===== src/rtl/opb_bank_pkg.sv =====
// Shared types and helpers for the OPB register bank.
// OPB numbers bits MSB-first; ports here are declared [31:0], so OPB bit k is vector bit 31-k.
package opb_bank_pkg;

    localparam int OPB_DW     = 32;
    localparam int OPB_NBYTES = OPB_DW / 8;

    typedef enum logic {
        ST_IDLE = 1'b0,
        ST_ACK  = 1'b1
    } state_e;

    // Index width for n words, never narrower than one bit.
    function automatic int idx_width(input int n);
        return (n <= 2) ? 1 : $clog2(n);
    endfunction

    // Converts a bit-position mask between OPB (MSB = bit 0) and vector numbering.
    function automatic logic [OPB_DW-1:0] bit_rev(input logic [OPB_DW-1:0] v);
        logic [OPB_DW-1:0] r;
        r = '0;
        for (int i = 0; i < OPB_DW; i++) begin
            r[i] = v[OPB_DW-1-i];
        end
        return r;
    endfunction

endpackage


===== src/rtl/opb_bank_word.sv =====
// One 32-bit bank word: byte-enable write, optional self-clearing pulse, or read-only status pass-through.
// Write lands on the clock edge after we_i; a pulse word returns to zero one cycle later unless rewritten.
module opb_bank_word
    import opb_bank_pkg::*;
#(
    parameter bit          P_RO    = 1'b0,
    parameter bit          P_PULSE = 1'b0,
    parameter logic [31:0] P_RST   = '0
) (
    input  logic                  clk_i,
    input  logic                  rst_ni,
    input  logic                  we_i,
    input  logic [OPB_NBYTES-1:0] be_i,
    input  logic [OPB_DW-1:0]     wdat_i,
    input  logic [OPB_DW-1:0]     sta_i,
    output logic [OPB_DW-1:0]     q_o,
    output logic [OPB_DW-1:0]     rd_o
);

    generate
        if (P_RO) begin : g_ro
            logic unused_wr;
            assign unused_wr = ^{clk_i, rst_ni, we_i, be_i, wdat_i};
            assign q_o       = '0;
            assign rd_o      = sta_i;
        end else begin : g_rw
            logic [OPB_DW-1:0] word_q;
            logic [OPB_DW-1:0] word_d;
            logic              unused_sta;

            assign unused_sta = ^sta_i;

            // A write in the same cycle beats the pulse clear.
            always_comb begin
                word_d = P_PULSE ? '0 : word_q;
                if (we_i) begin
                    for (int b = 0; b < OPB_NBYTES; b++) begin
                        word_d[8*b +: 8] = be_i[b] ? wdat_i[8*b +: 8] : word_q[8*b +: 8];
                    end
                end
            end

            always_ff @(posedge clk_i or negedge rst_ni) begin
                if (!rst_ni) begin
                    word_q <= P_RST;
                end else begin
                    word_q <= word_d;
                end
            end

            assign q_o  = word_q;
            assign rd_o = word_q;
        end
    endgenerate

endmodule


===== src/rtl/opb_register_bank.sv =====
// OPB slave exposing C_NUM_REGS 32-bit words (writable control or read-only status) in one address window.
// xferAck one cycle after select is first seen, held exactly one cycle; next transfer no sooner than 2 cycles later.
module opb_register_bank
    import opb_bank_pkg::*;
#(
    parameter logic [31:0]              C_BASEADDR   = 32'h0100_0300,
    parameter logic [31:0]              C_HIGHADDR   = 32'h0100_03FF,
    parameter int                       C_OPB_AWIDTH = 32,
    parameter int                       C_OPB_DWIDTH = 32,
    parameter int                       C_NUM_REGS   = 8,
    parameter logic [63:0]              C_RO_MASK    = '0,
    parameter logic [63:0]              C_PULSE_MASK = '0,
    parameter logic [C_NUM_REGS*32-1:0] C_RESET_VAL  = '0,
    parameter string                    C_FAMILY     = "virtex5"
) (
    input  logic                       OPB_Clk,
    input  logic                       OPB_Rst_n,
    input  logic [31:0]                OPB_ABus,
    input  logic [3:0]                 OPB_BE,
    input  logic [31:0]                OPB_DBus,
    input  logic                       OPB_RNW,
    input  logic                       OPB_select,
    input  logic                       OPB_seqAddr,
    output logic [31:0]                Sl_DBus,
    output logic                       Sl_xferAck,
    output logic                       Sl_errAck,
    output logic                       Sl_retry,
    output logic                       Sl_toutSup,
    output logic [C_NUM_REGS*32-1:0]   user_data_out,
    input  logic [C_NUM_REGS*32-1:0]   user_data_in,
    output logic [C_NUM_REGS-1:0]      user_wr_stb
);

    localparam int IDXW = idx_width(C_NUM_REGS);

    if (C_OPB_DWIDTH != OPB_DW) begin : g_bad_dw
        $error("opb_register_bank: only a 32-bit OPB data bus is supported");
    end
    if (C_OPB_AWIDTH != 32) begin : g_bad_aw
        $error("opb_register_bank: only a 32-bit OPB address bus is supported");
    end
    if (C_NUM_REGS < 1 || C_NUM_REGS > 64) begin : g_bad_num
        $error("opb_register_bank: C_NUM_REGS must be 1..64");
    end
    if (C_BASEADDR[1:0] != 2'b00) begin : g_bad_base
        $error("opb_register_bank: C_BASEADDR must be word aligned");
    end
    if (C_FAMILY == "") begin : g_bad_family
        $error("opb_register_bank: C_FAMILY must be named");
    end

    // Address decode on the live bus.
    logic            hit;
    logic            in_range;
    logic [31:0]     offset;
    logic [IDXW-1:0] idx;

    assign hit      = OPB_select && (OPB_ABus >= C_BASEADDR) && (OPB_ABus <= C_HIGHADDR);
    assign offset   = OPB_ABus - C_BASEADDR;
    assign in_range = ({2'b00, offset[31:2]} < 32'(C_NUM_REGS));
    assign idx      = offset[IDXW+1:2];

    logic unused_bus;
    assign unused_bus = ^{OPB_seqAddr, offset[1:0]};

    state_e          state_q;
    logic            xfer_ack_q;
    logic [IDXW-1:0] idx_q;
    logic            in_range_q;
    logic            rnw_q;
    logic [3:0]      be_q;
    logic [31:0]     dat_q;
    logic [31:0]     rd_dat_q;

    logic [OPB_DW-1:0]     rd_w [C_NUM_REGS];
    logic [OPB_DW-1:0]     rd_sel;
    logic [C_NUM_REGS-1:0] we;
    logic                  wr_commit;

    always_comb begin
        rd_sel = '0;
        for (int i = 0; i < C_NUM_REGS; i++) begin
            if (idx == IDXW'(i)) begin
                rd_sel = rd_w[i];
            end
        end
    end

    // Read data (including status words) is captured on the edge that enters ACK.
    always_ff @(posedge OPB_Clk or negedge OPB_Rst_n) begin
        if (!OPB_Rst_n) begin
            state_q    <= ST_IDLE;
            xfer_ack_q <= 1'b0;
            idx_q      <= '0;
            in_range_q <= 1'b0;
            rnw_q      <= 1'b0;
            be_q       <= '0;
            dat_q      <= '0;
            rd_dat_q   <= '0;
        end else begin
            case (state_q)
                ST_IDLE: begin
                    if (hit) begin
                        state_q    <= ST_ACK;
                        xfer_ack_q <= 1'b1;
                        idx_q      <= idx;
                        in_range_q <= in_range;
                        rnw_q      <= OPB_RNW;
                        be_q       <= OPB_BE;
                        dat_q      <= OPB_DBus;
                        rd_dat_q   <= (OPB_RNW && in_range) ? rd_sel : '0;
                    end
                end
                default: begin
                    state_q    <= ST_IDLE;
                    xfer_ack_q <= 1'b0;
                    rd_dat_q   <= '0;
                end
            endcase
        end
    end

    assign wr_commit = (state_q == ST_ACK) && !rnw_q && in_range_q;

    for (genvar i = 0; i < C_NUM_REGS; i++) begin : g_word
        if (C_PULSE_MASK[i] && !C_RO_MASK[i] && (C_RESET_VAL[32*i +: 32] != 32'h0)) begin : g_bad_pulse_rst
            $error("opb_register_bank: pulse words must reset to zero");
        end

        assign we[i] = wr_commit && (idx_q == IDXW'(i)) && !C_RO_MASK[i];

        opb_bank_word #(
            .P_RO    (C_RO_MASK[i]),
            .P_PULSE (C_PULSE_MASK[i]),
            .P_RST   (C_RO_MASK[i] ? 32'h0 : C_RESET_VAL[32*i +: 32])
        ) u_word (
            .clk_i  (OPB_Clk),
            .rst_ni (OPB_Rst_n),
            .we_i   (we[i]),
            .be_i   (be_q),
            .wdat_i (dat_q),
            .sta_i  (user_data_in[32*i +: 32]),
            .q_o    (user_data_out[32*i +: 32]),
            .rd_o   (rd_w[i])
        );
    end

    assign user_wr_stb = we;
    assign Sl_xferAck  = xfer_ack_q;
    assign Sl_DBus     = rd_dat_q;
    assign Sl_errAck   = 1'b0;
    assign Sl_retry    = 1'b0;
    assign Sl_toutSup  = 1'b0;

endmodule


===== config.mk =====
export PLATFORM = sky130hd
export DESIGN_NAME = opb_register_bank
export DESIGN_NICKNAME = d
export VERILOG_FILES = /design/src/rtl/opb_bank_pkg.sv /design/src/rtl/opb_bank_word.sv /design/src/rtl/opb_register_bank.sv
export SDC_FILE = /design/constraint.sdc
export NUM_CORES = 1
export LEC_CHECK = 0
export ABC_CLOCK_PERIOD_IN_PS = 5040
export CORE_AREA = 2 2 245 247
export CTS_BUF_LIST = sky130_fd_sc_hd__clkbuf_16
export DETAILED_ROUTE_END_ITERATION = 6
export DIE_AREA = 0 0 247 249
export GPL_TIMING_DRIVEN = 1
export PLACE_DENSITY = 0.67
export SYNTH_ARGS = -nofsm -noshare
export SYNTH_HDL_FRONTEND = slang
export SYNTH_HIERARCHICAL = 1
export SYNTH_SLANG_ARGS = --single-unit

===== constraint.sdc =====
create_clock -name OPB_Clk -period 5.04 [get_ports OPB_Clk]
set_input_delay 1.26 -clock OPB_Clk [delete_from_list [all_inputs] [get_ports OPB_Clk]]
set_output_delay 1.26 -clock OPB_Clk [all_outputs]
set_load 0.01 [all_outputs]

==> impl_metrics.ini, run 1 <==
[sta]
whs_ps = 492.7
max_freq_mhz = 225.6
slew_headroom_pct = 35.14
min_period_ps = 4432
rsz0062_at_grt = false
setup-violations-final = 0
final_hold_viol_count = 0
worst_pin_slew_ps = 969.4
setup_tns_ps = 0
skew_ps = 16.00
fin_crit_sh_pct = 87.94
slew_violations = 0

[worst_setup_path]
r2r_slack_ps = 2290
startpoint_type = flip-flop
end_kind = output pin
critPathKind = reg -> out
cp_data_required_time_ps = 3780
cp_max_fo = 6
crit_arrival_ps = 3170

[cts]
hold_buffers = 0
cts_sinks = 331
cts_buffers = 38
cts.path.max_buffers = 3
htreeDepth = 2
cts_tree = built
cts_resized = 0
clk_latency_ps = 550
cts_root_buf = clkbuf_16
clkTransAtPathRegs_ps = 60
cts_setup_buffers = 0

[final_layout]
post-route-util_pct = 34.91
design_area_um2 = 20490
area_growth_pct = 24.16
antenna_cells = 0
drive_gt1_share_pct = 33.31
design.final.nets = 1649

[placed_design]
postPlaceCellArea_um2 = 19260
place_congestion = 0.7967
hpwl_mm = 34.22
port_buffers = 366

[power]
finalPower_mw = 5.637
vdd_drop_max_uv = 224.0
power.density_nw_per_um2 = 275.1
leakage_nw = 9.246

[floorplan]
rows = 89
start_util_pct = 28.12
dieWidth_um = 247
die_height_um = 249
die_area_um2 = 61500
core_area_um2 = 58690
ioPinCount = 629

[detailed_routing]
drc = 0
routedWlPerCell_um = 23.57
wl_mm = 49.99
drt_iter0_markers = 501
drt-pass1-iter-count = 4
postRouteAntennaNets = 0
vias = 10020
viasPerCell = 4.723

[synth]
yosys.area.top_type = dfrtp_1
synth_top_flop_cell = dfrtp_1
yosysUniqueCellTypes = 44
netlist_area_um2 = 16500
avgSynthCellArea_um2 = 13.91
async_flop_share_pct = 100.0
yosys_warnings = 6
yosys_register_bits = 331
synth.most_common_cell = dfrtp_1
synth.top_cell.area_share_pct = 50.19
yosys-top-cells-count = 331 x dfrtp_1, 260 x mux2_2, 259 x buf_4
ys_top_cells_by_area = dfrtp_1 50%, mux2_2 18%, buf_4 12%
synth_edf_count = 0
yosysSeqAreaShare_pct = 50.19
syn_inst = 1186

[grt]
grt_pass1_vias = 10840
antenna_found_initial = 1
overflow = 0
grt_pass1_wl_mm = 73.64
grt_max_degree = 112
track_usage_pct = 16.05

[run_status]
outcome = finished, final reports clean

[run]
maxCapViolations = 0

[hold_path]
hold_class = reg -> reg
-- power breakdown --
| group | switching (mW) | internal [mW] | total, mW | leakage [nW] |
|---|---|---|---|---|
| combinational | 0.133 | 0.0862 | 0.219 | 3.99 |
| clock | 1.14 | 1.62 | 2.76 | 0.634 |
| sequential | 0.00000153 | 2.66 | 2.66 | 4.62 |
| total | 1.27 | 4.36 | 5.64 | 9.25 |
-- worst paths after layout --
check                                            to       start  cells past startpoint
min in group asynchronous                Sl_DBus[9]   OPB_Rst_n                      1
max reg2reg                g_word[2].u_word/q_o[30]     state_q                      5
min                                      Sl_DBus[4]  Sl_DBus[4]                      1
max in group asynchronous                 dat_q[19]   OPB_Rst_n                      2
max                                  user_wr_stb[2]     state_q                      4
min reg2reg                              Sl_DBus[4]  Sl_DBus[4]                      1
-- state kept, by name, indices dropped and copies added (netlist names) --
signal	cells
g_word.u_word/q_o	256
Sl_DBus	32
dat_q	32
be_q	4
idx_q	3
Sl_xferAck	1
in_range_q	1
rnw_q	1
state_q	1
-- metal layers --
layer	GRT usage [%]	vias to the layer above	part of all wire, %
met5	0	-	0.026
met4	3.907	2	1.8
met3	5.333	65	8.8
met2	25.54	381	46
met1	20.97	5251	44
li1	-	4319	-
-- cell families (layout without fill, tap and decap cells) --
family / after synthesis / after routing / share of synthesized area (%)
DFF: 331 / 331 / 50.19
AOI/OAI and AO/OA: 87 / 87 / 5.232
other: 1 / 3 / 0.02272
and+or+nand+nor: 84 / 84 / 3.010
buffers and inverters: 296 / 456 / 12.84
muxes: 387 / 387 / 28.71
-- stage by stage --
| step | setup WS [ps] | cells |
|---|---|---|
| finish | 607.6 | 2121 |
| floorplan | 2073 | 1188 |
| CTS | 598.0 | 2121 |
| global placement | 1109 | 2053 |
| detailed placement | 1070 | 2053 |
| global route | 548.5 | 2121 |
-- critical path, cell delays in order, from the launching register on --
cell and delay (ps):
dfrtp_1 510, or4b_2 730, nor2_1 520, buf_4 270, clkdlybuf4s50_1 590
-- placed cells by master (no fill, tap or decap), types with 2 or more instances in the layout --
cell type	instances
clkdlybuf4s50_1	362
dfrtp_1	331
mux2_2	260
mux2i_1	48
clkbuf_16	41
mux2_1	40
mux4_2	39
nand2_2	32
o2bb2ai_2	30
a221oi_1	21
a21oi_1	21
buf_4	21
nor2_1	12
inv_1	10
nand2_1	7
clkinv_2	7
nor4_1	5
clkinv_1	4
nand3_1	3
nand3b_1	3
a222oi_1	3
o21ai_0	3
conb_1	3
clkinvlp_4	3
bufinv_16	3
buf_12	3
nor3_2	2
nand2b_1	2
nor3_1	2
nand4_1	2
nor2b_1	2
or4_1	2
o2bb2ai_1	2
-- area by class of cell --
type	count	area, µm²
fill	5656	38200
sequential	331	8283
multi-input combinational	561	6147
timing repair buffer	387	3856
clock buffer	41	1026
tap	773	967.2
clock inverter	27	205.2
inverter	1	3.754
Note: power is estimated with default switching activity, not from simulation.
==> run 2, diff against run 1 <==
--- a/config.mk
+++ b/config.mk
@@ -11,7 +11,9 @@
 export DETAILED_ROUTE_END_ITERATION = 6
 export DIE_AREA = 0 0 247 249
 export GPL_TIMING_DRIVEN = 1
+export HOLD_SLACK_MARGIN = 0.03
 export PLACE_DENSITY = 0.67
+export RECOVER_POWER = 50
 export SYNTH_ARGS = -nofsm -noshare
 export SYNTH_HDL_FRONTEND = slang
 export SYNTH_HIERARCHICAL = 1
==> impl_metrics.ini, run 2 (same netlist as run 1, synthesis figures left out) <==
[cts]
htreeDepth = 2
cts_root_buf = clkbuf_16
hold_buffers = 0
clkTransAtPathRegs_ps = 60
cts_resized = 0
cts.path.max_buffers = 3
clk_latency_ps = 550
cts_tree = built
cts_buffers = 38
cts_sinks = 331
cts_setup_buffers = 0

[final_layout]
design_area_um2 = 20400
multiInputGateArea_um2 = 6085
post-route-util_pct = 34.77
design.final.nets = 1649
final_common_cell = clkdlybuf4s50_1
largest_reg_flops = 256
seqCellArea_um2 = 8283
nFillCells = 5673
layout_common_cells = 361 x clkdlybuf4s50_1, 331 x dfrtp_1, 260 x mux2_2, 48 x mux2i_1, 41 x clkbuf_16
antenna_cells = 0
drive_gt1_share_pct = 31.45
area_growth_pct = 23.64

[hold_path]
worstHoldStart = Sl_DBus[4]
hold_class = reg -> reg
hold_depth = 1
hold_end = Sl_DBus[4]

[detailed_routing]
wl_mm = 49.96
drt_iter0_markers = 448
vias = 10010
drt-pass1-iter-count = 4
routedWlPerCell_um = 23.56
drc = 0
postRouteAntennaNets = 0
viasPerCell = 4.719

[floorplan]
ioPinCount = 629
start_util_pct = 28.12
die_area_um2 = 61500
die_height_um = 249
dieWidth_um = 247
rows = 89
core_area_um2 = 58690

[worst_setup_path]
cp.depth = 4
end_kind = output pin
cp_data_required_time_ps = 3780
crit_chain = or4b_2 -> nor3_1 -> buf_4 -> clkdlybuf4s50_1
r2r_slack_ps = 2230
path_delay_family = simple AND/OR/NAND/NOR gates
cp_slowest_stage_delay_ps = 720
critPathKind = reg -> out
critPathSlowestCell = or4b_2
timing.rr.start = state_q
cp_max_fo = 6
r2r-end = g_word[0].u_word/q_o[30]
path_buf_inv = 2
startpoint_type = flip-flop
crit_arrival_ps = 3110
reg2reg_depth = 4

[power]
intPower_mw = 4.362
leakage_nw = 9.202
p_comb_share_pct = 3.9
p_clk_share_pct = 49.0
seqPwrFrac_pct = 47.2
power.net_switching_mw = 1.275
vdd_drop_max_uv = 223.0
p_sw_share_pct = 22.62
finalPower_mw = 5.636
power.density_nw_per_um2 = 276.2

[sta]
slew_violations = 110
final_hold_viol_count = 0
worst_pin_slew_ps = 2910
fin_crit_sh_pct = 86.62
setup_tns_ps = 0
max_freq_mhz = 229.1
final.setup.worst_slack_ps = 674.2
setup-violations-final = 0
slew_headroom_pct = -93.97
min_period_ps = 4366
skew_ps = 17.05
rsz0062_at_grt = false

[run_status]
outcome = finished with violations
violations = max-capacitance violations, max-slew violations

[placed_design]
place_congestion = 0.7967
hpwl_mm = 34.22
port_buffers = 366
postPlaceCellArea_um2 = 19260
pre_cts_ws_ps = 1070

[grt]
grt_pass1_wl_mm = 73.64
track_usage_pct = 16.05
grt_max_degree = 112
overflow = 0
antenna_found_initial = 1
grt_pass1_vias = 10840

[run]
maxCapViolations = 1
==> run 2: area by class of cell <==
cell class / instances / area share [%]
Inverter: 1 / 0.01840
Sequential cell: 331 / 40.60
Clock inverter: 27 / 1.006
Tap cell: 773 / 4.740
Multi-Input combinational cell: 561 / 29.82
Clock buffer: 41 / 5.029
Timing Repair Buffer: 387 / 18.79
==> run 2: power groups by stage <==
stage                     sequential (mW)  combinational [mW]  clock, mW
final                                2.66               0.218       2.76
after global routing                 2.66               0.241       2.95
after CTS                            2.66               0.227       2.84
after detailed placement             2.71               0.226          0
after global placement               2.71               0.225          0
after floorplan                      2.71              0.0752          0
==> run 2: stage by stage <==
stage / cells / hold WS [ps]
after floorplan: 1188 / 463.6
after global placement: 2053 / 470.9
after detailed placement: 2053 / 478.2
after CTS: 2121 / 496.4
after global routing: 2121 / 503.5
final: 2121 / 492.7
==> run 2: layer usage <==
layer	vias to the layer above	GRT usage (%)	wire, µm
met4	2	3.907	888
li1	4319	-	-
met1	5255	20.97	21990
met3	64	5.333	4261
met5	-	0	13
met2	369	25.54	22810
==> run 2: worst max-delay path by stage <==
stage                            start             end  slack (ps)
final                          state_q  user_wr_stb[0]         670
after global routing           state_q  user_wr_stb[0]         460
after CTS                      state_q  user_wr_stb[2]         600
after detailed placement  OPB_ABus[15]       dat_q[14]        1070
after global placement    OPB_ABus[15]       dat_q[15]        1110
after floorplan                  rnw_q  user_wr_stb[0]        2070
==> run 3, diff against run 2 <==
--- a/config.mk
+++ b/config.mk
@@ -11,7 +11,6 @@
 export DETAILED_ROUTE_END_ITERATION = 6
 export DIE_AREA = 0 0 247 249
 export GPL_TIMING_DRIVEN = 1
-export HOLD_SLACK_MARGIN = 0.03
 export PLACE_DENSITY = 0.67
 export RECOVER_POWER = 50
 export SYNTH_ARGS = -nofsm -noshare
==> results of run 3 <==
Same layout as run 2: the final DEF is identical, and so are final timing and power.
